--- config.mk ---
export PLATFORM = sky130hd
export DESIGN_NAME = aes_round_ctrl
export DESIGN_NICKNAME = d
export VERILOG_FILES = /design/src/rtl/aes_pkg.sv /design/src/rtl/aes_op_sched.sv /design/src/rtl/aes_round_ctrl.sv
export SDC_FILE = /design/constraint.sdc
export NUM_CORES = 1
export LEC_CHECK = 0
export CAP_MARGIN = 30
export CORE_AREA = 2 2 303 305
export DETAILED_ROUTE_END_ITERATION = 7
export DIE_AREA = 0 0 305 307
export SYNTH_ARGS = -nofsm -noshare
export SYNTH_HDL_FRONTEND = slang
export SYNTH_HIERARCHICAL = 1
export SYNTH_SLANG_ARGS = --single-unit
--- constraint.sdc ---
create_clock -name clk -period 2.6 [get_ports clk]
set_clock_uncertainty 0.05 [all_clocks]
set_input_delay 0.26 -clock clk [delete_from_list [all_inputs] [get_ports clk]]
set_output_delay 0.26 -clock clk [all_outputs]
set_load 0.02 [all_outputs]
--- src/rtl/aes_pkg.sv ---
// Shared types and constants for the AES-128 round sequencer.
// Op encodings match the stage-unit select bus.
package aes_pkg;

  typedef enum logic [2:0] {
    OP_ADDKEY = 3'd0,
    OP_SUB    = 3'd1,
    OP_SHIFT  = 3'd2,
    OP_MIX    = 3'd3,
    OP_KEYEXP = 3'd4
  } aes_op_t;

  typedef enum logic [2:0] {
    ST_IDLE  = 3'd0,
    ST_ISSUE = 3'd1,
    ST_SKIP  = 3'd2,
    ST_WAIT  = 3'd3,
    ST_DONE  = 3'd4,
    ST_ABORT = 3'd5
  } ctrl_state_t;

  localparam int         AES_NROUNDS = 10;
  localparam logic [7:0] RCON0       = 8'h01;

  // GF(2^8) multiply-by-two, used to step the round constant
  function automatic logic [7:0] xtime(input logic [7:0] b);
    return {b[6:0], 1'b0} ^ (b[7] ? 8'h1b : 8'h00);
  endfunction

endpackage

--- src/rtl/aes_op_sched.sv ---
// Combinational op sequencer: next op and last-op flag from the current round and op.
// The final round omits MIX and the ADDKEY of the final round ends the run.
module aes_op_sched
  import aes_pkg::*;
#(
  parameter int NROUNDS = AES_NROUNDS
) (
  input  logic [3:0] round,
  input  aes_op_t    op,
  output aes_op_t    next_op,
  output logic       last_op
);

  localparam logic [3:0] LAST_ROUND = 4'(NROUNDS);

  // Next-op decode over the per-round op order
  always_comb begin
    next_op = OP_ADDKEY;
    last_op = 1'b0;
    case (op)
      OP_ADDKEY: begin
        next_op = OP_KEYEXP;
        last_op = (round == LAST_ROUND);
      end
      OP_KEYEXP: next_op = OP_SUB;
      OP_SUB:    next_op = OP_SHIFT;
      OP_SHIFT:  next_op = (round == LAST_ROUND) ? OP_ADDKEY : OP_MIX;
      OP_MIX:    next_op = OP_ADDKEY;
      default: begin
        next_op = OP_ADDKEY;
        last_op = 1'b0;
      end
    endcase
  end

endmodule

--- src/rtl/aes_round_ctrl.sv ---
// AES-128 encryption sequencer: walks state and round key through the shared
// stage units over one multiplexed op bus, with a per-op watchdog.
module aes_round_ctrl
  import aes_pkg::*;
#(
  parameter int TIMEOUT = 256,
  parameter int NROUNDS = AES_NROUNDS
) (
  input  logic         clk,
  input  logic         rst,
  input  logic         start,
  input  logic [127:0] in,
  input  logic [127:0] key,
  output logic         finish,
  output logic [127:0] out,
  output logic         error,
  output logic         busy,
  output logic         op_start,
  output logic [2:0]   op_sel,
  output logic [127:0] op_in,
  output logic [127:0] op_key,
  input  logic         op_finish,
  input  logic [127:0] op_result
);

  localparam int             WD_W    = $clog2(TIMEOUT + 1);
  localparam logic [WD_W-1:0] WD_LAST = WD_W'(TIMEOUT - 1);

  ctrl_state_t     fsm_r, fsm_nxt_s;
  aes_op_t         op_r, next_op_s;
  logic            last_op_s;
  logic            timeout_s;
  logic [127:0]    state_r, rk_r;
  logic [7:0]      rcon_r;
  logic [3:0]      round_r;
  logic [WD_W-1:0] wdog_r;

  aes_op_sched #(.NROUNDS(NROUNDS)) u_sched (
    .round   (round_r),
    .op      (op_r),
    .next_op (next_op_s),
    .last_op (last_op_s)
  );

  // Watchdog counts SKIP+WAIT cycles; the TIMEOUT-th such cycle aborts
  assign timeout_s = (wdog_r == WD_LAST);
  assign op_sel    = op_r;
  assign op_in     = (op_r == OP_KEYEXP) ? rk_r : state_r;

  // Key operand: round key for ADDKEY, round constant for KEYEXP
  always_comb begin
    op_key = 128'd0;
    case (op_r)
      OP_ADDKEY: op_key = rk_r;
      OP_KEYEXP: op_key = {120'd0, rcon_r};
      default:   op_key = 128'd0;
    endcase
  end

  // Next-state logic
  always_comb begin
    fsm_nxt_s = fsm_r;
    case (fsm_r)
      ST_IDLE:  fsm_nxt_s = start ? ST_ISSUE : ST_IDLE;
      ST_ISSUE: fsm_nxt_s = ST_SKIP;
      ST_SKIP:  fsm_nxt_s = timeout_s ? ST_ABORT : ST_WAIT;
      ST_WAIT: begin
        if (op_finish) begin
          fsm_nxt_s = last_op_s ? ST_DONE : ST_ISSUE;
        end else if (timeout_s) begin
          fsm_nxt_s = ST_ABORT;
        end else begin
          fsm_nxt_s = ST_WAIT;
        end
      end
      ST_DONE:  fsm_nxt_s = ST_IDLE;
      ST_ABORT: fsm_nxt_s = ST_IDLE;
      default:  fsm_nxt_s = ST_IDLE;
    endcase
  end

  // State register and the one-cycle op_start pulse
  always_ff @(posedge clk or negedge rst) begin
    if (!rst) begin
      fsm_r    <= ST_IDLE;
      op_start <= 1'b0;
    end else begin
      fsm_r    <= fsm_nxt_s;
      op_start <= (fsm_nxt_s == ST_ISSUE);
    end
  end

  // Datapath, schedule counters, watchdog and status outputs
  always_ff @(posedge clk or negedge rst) begin
    if (!rst) begin
      state_r <= 128'd0;
      rk_r    <= 128'd0;
      rcon_r  <= RCON0;
      round_r <= 4'd0;
      op_r    <= OP_ADDKEY;
      wdog_r  <= '0;
      out     <= 128'd0;
      finish  <= 1'b0;
      error   <= 1'b0;
      busy    <= 1'b0;
    end else begin
      case (fsm_r)
        ST_IDLE: begin
          if (start) begin
            state_r <= in;
            rk_r    <= key;
            round_r <= 4'd0;
            rcon_r  <= RCON0;
            op_r    <= OP_ADDKEY;
            finish  <= 1'b0;
            error   <= 1'b0;
            busy    <= 1'b1;
          end
        end
        ST_ISSUE: wdog_r <= '0;
        ST_SKIP:  wdog_r <= wdog_r + WD_W'(1);
        ST_WAIT: begin
          if (op_finish) begin
            if (op_r == OP_KEYEXP) begin
              rk_r   <= op_result;
              rcon_r <= xtime(rcon_r);
            end else begin
              state_r <= op_result;
            end
            if (op_r == OP_ADDKEY) begin
              round_r <= round_r + 4'd1;
            end
            op_r <= next_op_s;
          end else begin
            wdog_r <= wdog_r + WD_W'(1);
          end
        end
        ST_DONE: begin
          out    <= state_r;
          finish <= 1'b1;
          busy   <= 1'b0;
        end
        ST_ABORT: begin
          error  <= 1'b1;
          finish <= 1'b0;
          busy   <= 1'b0;
        end
        default: begin
          busy <= 1'b0;
        end
      endcase
    end
  end

endmodule

# After elaboration in Yosys (flattened, before gate mapping)
# Index checks and enable logic that the tools add are counted.
[classes] add_sub_neg=2 n_eq_ne=17 mux=37 bitwise_logic=2 reduce_logical=15
[op_table] operator="$mux W128" n=7
[op_table] operator="$pmux W128 S2" n=3
[op_table] operator="$pmux W9 S3" n=1
[op_table] operator="$mux W8" n=3
[op_table] operator="$pmux W3 S4" n=2
[op_table] operator="$pmux W8 S2" n=1
[op_table] operator="$mux W3" n=5
[op_table] operator="$mux W4" n=3
[op_table] operator="$ne A2 B2 Y1 const B" n=6
[op_table] operator="$reduce_and A4 Y1" n=3
[op_table] operator="$add A9 B1 Y9 const B" n=1
[op_table] operator="$eq A3 B1 Y1 const B" n=3
[op_table] operator="$eq A3 B2 Y1 const B" n=3
[op_table] operator="$eq A3 B3 Y1 const B" n=3
[op_table] operator="$eq A9 B8 Y1 const B" n=1
[op_table] operator="$mux W9" n=1
[op_table] operator="$pmux W4 S2" n=1
[op_table] operator="$reduce_and A2 Y1" n=4
[op_table] operator="$xor A8 B5 Y8" n=1
[op_table] operator="$logic_not A3 Y1" n=2
[op_table] operator="$pmux W3 S2" n=1
[op_table] operator="$reduce_bool A3 Y1" n=2
[op_table] operator="$mux W5" n=1
[op_table] operator="$add A4 B1 Y4 const B" n=1
[op_table] operator="other kinds (9)" n=14
[word_totals] reg_bits=415 output_inout_bits=391

# Depth between registers and ports, before layout
[logic_depth] ltp_word=6 mapped_depth=9

# Modules after synthesis
# The synthesis kept the hierarchy.
[by_module_without_submodules] mod="aes_round_ctrl" instances=1 cells_each=1852 area_per_inst_um2=19912.8
[by_module_without_submodules] mod="aes_op_sched" instances=1 cells_each=8 area_per_inst_um2=57.6

# Least setup slack after synthesis
# OpenSTA, ideal clock, no wires.
[synth_timing] path_type="reg-to-output" startpoint="register op_r[2], in the netlist op_sel[2]" endpoint="output port op_in[125]" t_arrival_ps=1845 t_required_ps=2290 setup_slack_ps=445 stages_incl_launch_ff=6 n_path_buf=3 cell_sequence="dfrtp_1 -> nor3b_2 -> buf_2 -> buf_2 -> buf_2 -> mux2_2"
[synth_between] elab_chain_cells=2
[synth_rtl] element="from (decl)" line="aes_round_ctrl.sv:30" source="aes_op_t op_r, next_op_s;"
[synth_rtl] element="from (signal assigned)" line="aes_round_ctrl.sv:133" source="op_r <= next_op_s;"
[synth_rtl] element="$eq A3 B3 Y1" line="aes_round_ctrl.sv:48" source="assign op_in = (op_r == OP_KEYEXP) ? rk_r : state_r;"
[synth_rtl] element="$mux W128" line="aes_round_ctrl.sv:48"
[synth_rtl] element="to (decl)" line="aes_round_ctrl.sv:20" source="output logic [127:0] op_in,"
# No other way between the ends.

# Worst setup path after layout
[layout_timing] startpoint="register op_r[1], in the netlist op_sel[1]" endpoint="output port op_in[70]"
# Same word-level chain as after synthesis.

==> metrics.md <==
| Metric | Value |
|---|---|
| Status | finished with violations |
| Violated checks | setup timing |
| Number of synthesized flops with an enable pin | 0 |
| Worst-path clk slew | 0.06 ns |
| Via density | 4.75 |
| Worst setup EP type | primary output |
| Design Area, Final | 32,700 um2 |
| Gr ovfl total | 0 |
| Critical path arrival | 2.34 ns |
| Max_slew headroom | 56.9% |
| Setup-violating endpoint count in the final report | 42 |
| Min Hold Slack | 0.182 ns |
| Asr flop ratio synth | 100% |
| First-pass GRT wire length | 129,000 um |
| Die area | 93,600 um2 |
| Initial DRC count | 1,172 |
| F_max | 378 MHz |
| Pre-CTS setup slack | 0.162 ns |
| HPWL after DPL | 61,400 um |
| Largest net degree at the start of global routing | 67 |
| Htree depth | 2 |
| Vias in the first global route | 18.7k |
| CTS max path bufs | 3 |
| Num rows | 111 |
| Core area | 90,700 um2 |
| Diodes inserted | 0 |
| Cell leakage power | 14.3 nW |
| CP Max Fanout | 5 |
| Root buf cell | clkbuf_16 |
| P per Cell Area | 1600 nW/um2 |
| Num CTS Buffers | 49 |
| WL/cell | 23.2 um |
| Antenna-violating nets left | 0 |
| Gr usage total | 18.3% |
| Final Hold Fails | 0 |
| Post-DP Area | 29,500 um2 |
| DRT Pass-1 Iters | 7 |
| Power Internal | 29.6 mW |
| DR vias | 18.7k |
| Clock tree from TritonCTS | done |
| Flop and latch count out of synthesis | 415 |
| Port bufs | 778 |
| Layout cell share with drive strength beyond 1 | 29.8% |
| Cell variety after synth | 42 |
| Mapped Cells | 1,860 |
| Pins Over Slew Limit | 0 |
| Worst VDD drop | 867 uV |
| Max_cap viols | 0 |
| Post-synthesis instance area | 20,000 um2 |
| Die W | 305 um |
| Average size of a mapped cell | 10.7 um2 |
| Layout Nets | 3,107 |
| Seq/Total Area, Yosys | 52.0% |
| R2R setup slack | 0.30 ns |
| Routed Wire Length | 91,300 um |
| Worst skew pair latency | 0.58 ns |
| Ports | 779 |
| Gpl congestion | 0.940 |
| Unrepaired setup endpoints after global routing | true |
| Slew @ Worst Pin | 0.647 ns |
| Fin worst setup slack | -0.0464 ns |
| Minimum clock period | 2.65 ns |
| Fin crit share | 102% |
| Fill cell count | 9,029 |
| Die Y | 307 um |
| Starting Density | 22.0% |
| CTS Sinks | 415 |
| Worst setup SP type | register |
| Mapped Nets | 2,251 |
| Worst Setup Path Type | reg2out |
| Worst Hold Class | in2reg |
| Clk pwr share | 12.9% |
| Logic pwr share | 64.4% |
| DRC | 0 |
| Yosys warning count | 6 |
| Sw Share | 43.4% |
| Initial antenna violation count | 4 |
| Switch Pwr | 22.7 mW |
| Synth Flop Type | dfrtp_1 |
| Critical Path RT | 2.29 ns |
| P&R area growth vs syn | 63.7% |
| Sequential share of power | 22.7% |
-- stage by stage --
stage	std cells	power [mW]	setup TNS (ns)	utilization, %
after detailed placement	3760	40.4	0	32.5
final	3938	52.3	-0.743	36.0
after global routing	3938	54.8	-12.58	36.0
after global placement	3760	40.3	0	32.5
after CTS	3927	50.6	-21.93	35.4
after floorplan	1860	26.7	0	-
-- worst max-delay path: stages (launching register included) --
cell	delay, ns
dfrtp_1	0.40
nor3b_4	0.23
buf_6	0.17
buf_12	0.15
buf_12	0.13
buf_16	0.11
buf_6	0.09
mux2_4	0.30
buf_6	0.13
-- state kept, by name (all words and copies together) (netlist names) --
register / count
busy: 1
error: 1
finish: 1
fsm_r: 3
op_sel: 3
op_start: 1
out: 128
rcon_r: 8
rk_r: 128
round_r: 4
state_r: 128
wdog_r: 9
-- placed cells by master (no fill, tap or decap), types with 3 or more instances in the layout --
cell and n:
o22ai_1 129, buf_4 108, mux2_4 77, xor2_1 4, buf_16 18, a31oi_1 130
and2_4 33, buf_2 52, clkinv_2 15, a21oi_1 12, a22o_1 16, clkbuf_2 23
clkbuf_1 8, buf_12 49, a2bb2oi_1 128, nor3_1 3, and2_1 88, clkdlybuf4s50_1 521
dlygate4sd2_1 8, dfrtp_1 414, nand4_1 3, mux2_2 179, buf_6 152, nand3_1 9
ha_1 3, clkdlybuf4s15_2 22, clkbuf_8 8, clkbuf_16 55, nand2_1 276, buf_8 10
and3_1 6, nor2_1 140, inv_1 5, o21ai_0 12, clkdlybuf4s15_1 3
-- cell families (layout without fill, tap and decap cells) --
group,after synthesis,after routing,synth area share (%)
AND/OR/NAND/NOR,573,573,12.8
XOR/XNOR,4,4,0.175
adder cells (fa/ha/maj),3,3,0.188
AO/OA/AOI/OAI,436,436,15.4
buffers and inverters,171,1063,4.87
flip-flops,415,415,52.0
multiplexers,258,258,14.5
-- cell type report --
type	instances	area [um2]	area share, %
sequential	415	10400	31.8
clock buffer	67	1420	4.33
inverter	5	18.8	0.0574
multi-input combinational	1274	9040	27.7
tap	1186	1480	4.54
timing repair buffer	971	10200	31.2
clock inverter	20	139	0.425
-- power groups by stage --
stage	Sequential, mW	Clock (mW)	Combinational [mW]
after floorplan	11.4	0	15.3
after global placement	11.9	0	28.4
after detailed placement	11.8	0	28.6
after CTS	11.8	6.95	31.9
after global routing	12.2	7.18	35.5
final	11.9	6.73	33.6
-- what timing repair did --
item                                     CTS  global route
endpoints found under the setup margin   256           254
cloned                                    20             5
resized for setup                       1070           365
buffers inserted                          59            16
hold buffers                               1             0
hold endpoints to repair                  46             0
pin swaps                                  4             8
-- path summary, 6_finish.rpt --
kind / startpoint / end / depth (start not counted)
setup reg to reg: op_sel[1] / rk_r[83] / 10
min in group asynchronous: rst / rk_r[126] / 2
hold / removal: key[34] / rk_r[34] / 3
setup / recovery: op_sel[1] / op_in[70] / 8
hold reg to reg: wdog_r[8] / wdog_r[8] / 2
max in group asynchronous: rst / state_r[67] / 3
-- synthesized netlist by cell type, types with 23 or more instances --
master | instances | area, um2
dfrtp_1 | 414 | 10400
nor2_1 | 140 | 526
and2_1 | 121 | 757
buf_6 | 25 | 282
a31oi_1 | 130 | 813
clkbuf_1 | 72 | 270
nand2_1 | 277 | 1040
o22ai_1 | 129 | 807
mux2_2 | 256 | 2880
buf_2 | 45 | 225
a2bb2oi_1 | 128 | 1120
buf_4 | 23 | 173
-- layer usage --
metal / share of wire [%] / routed length [um] / global-route usage, % / vias up
li1: - / - / - / 8420
met1: 40 / 36300 / 22.1 / 9216
met2: 49 / 44300 / 31.1 / 865
met3: 7.3 / 6690 / 4.51 / 183
met4: 4.3 / 3930 / 7.89 / 2
met5: 0.020 / 18 / 0 / -
(Power assumes the default switching activity.)
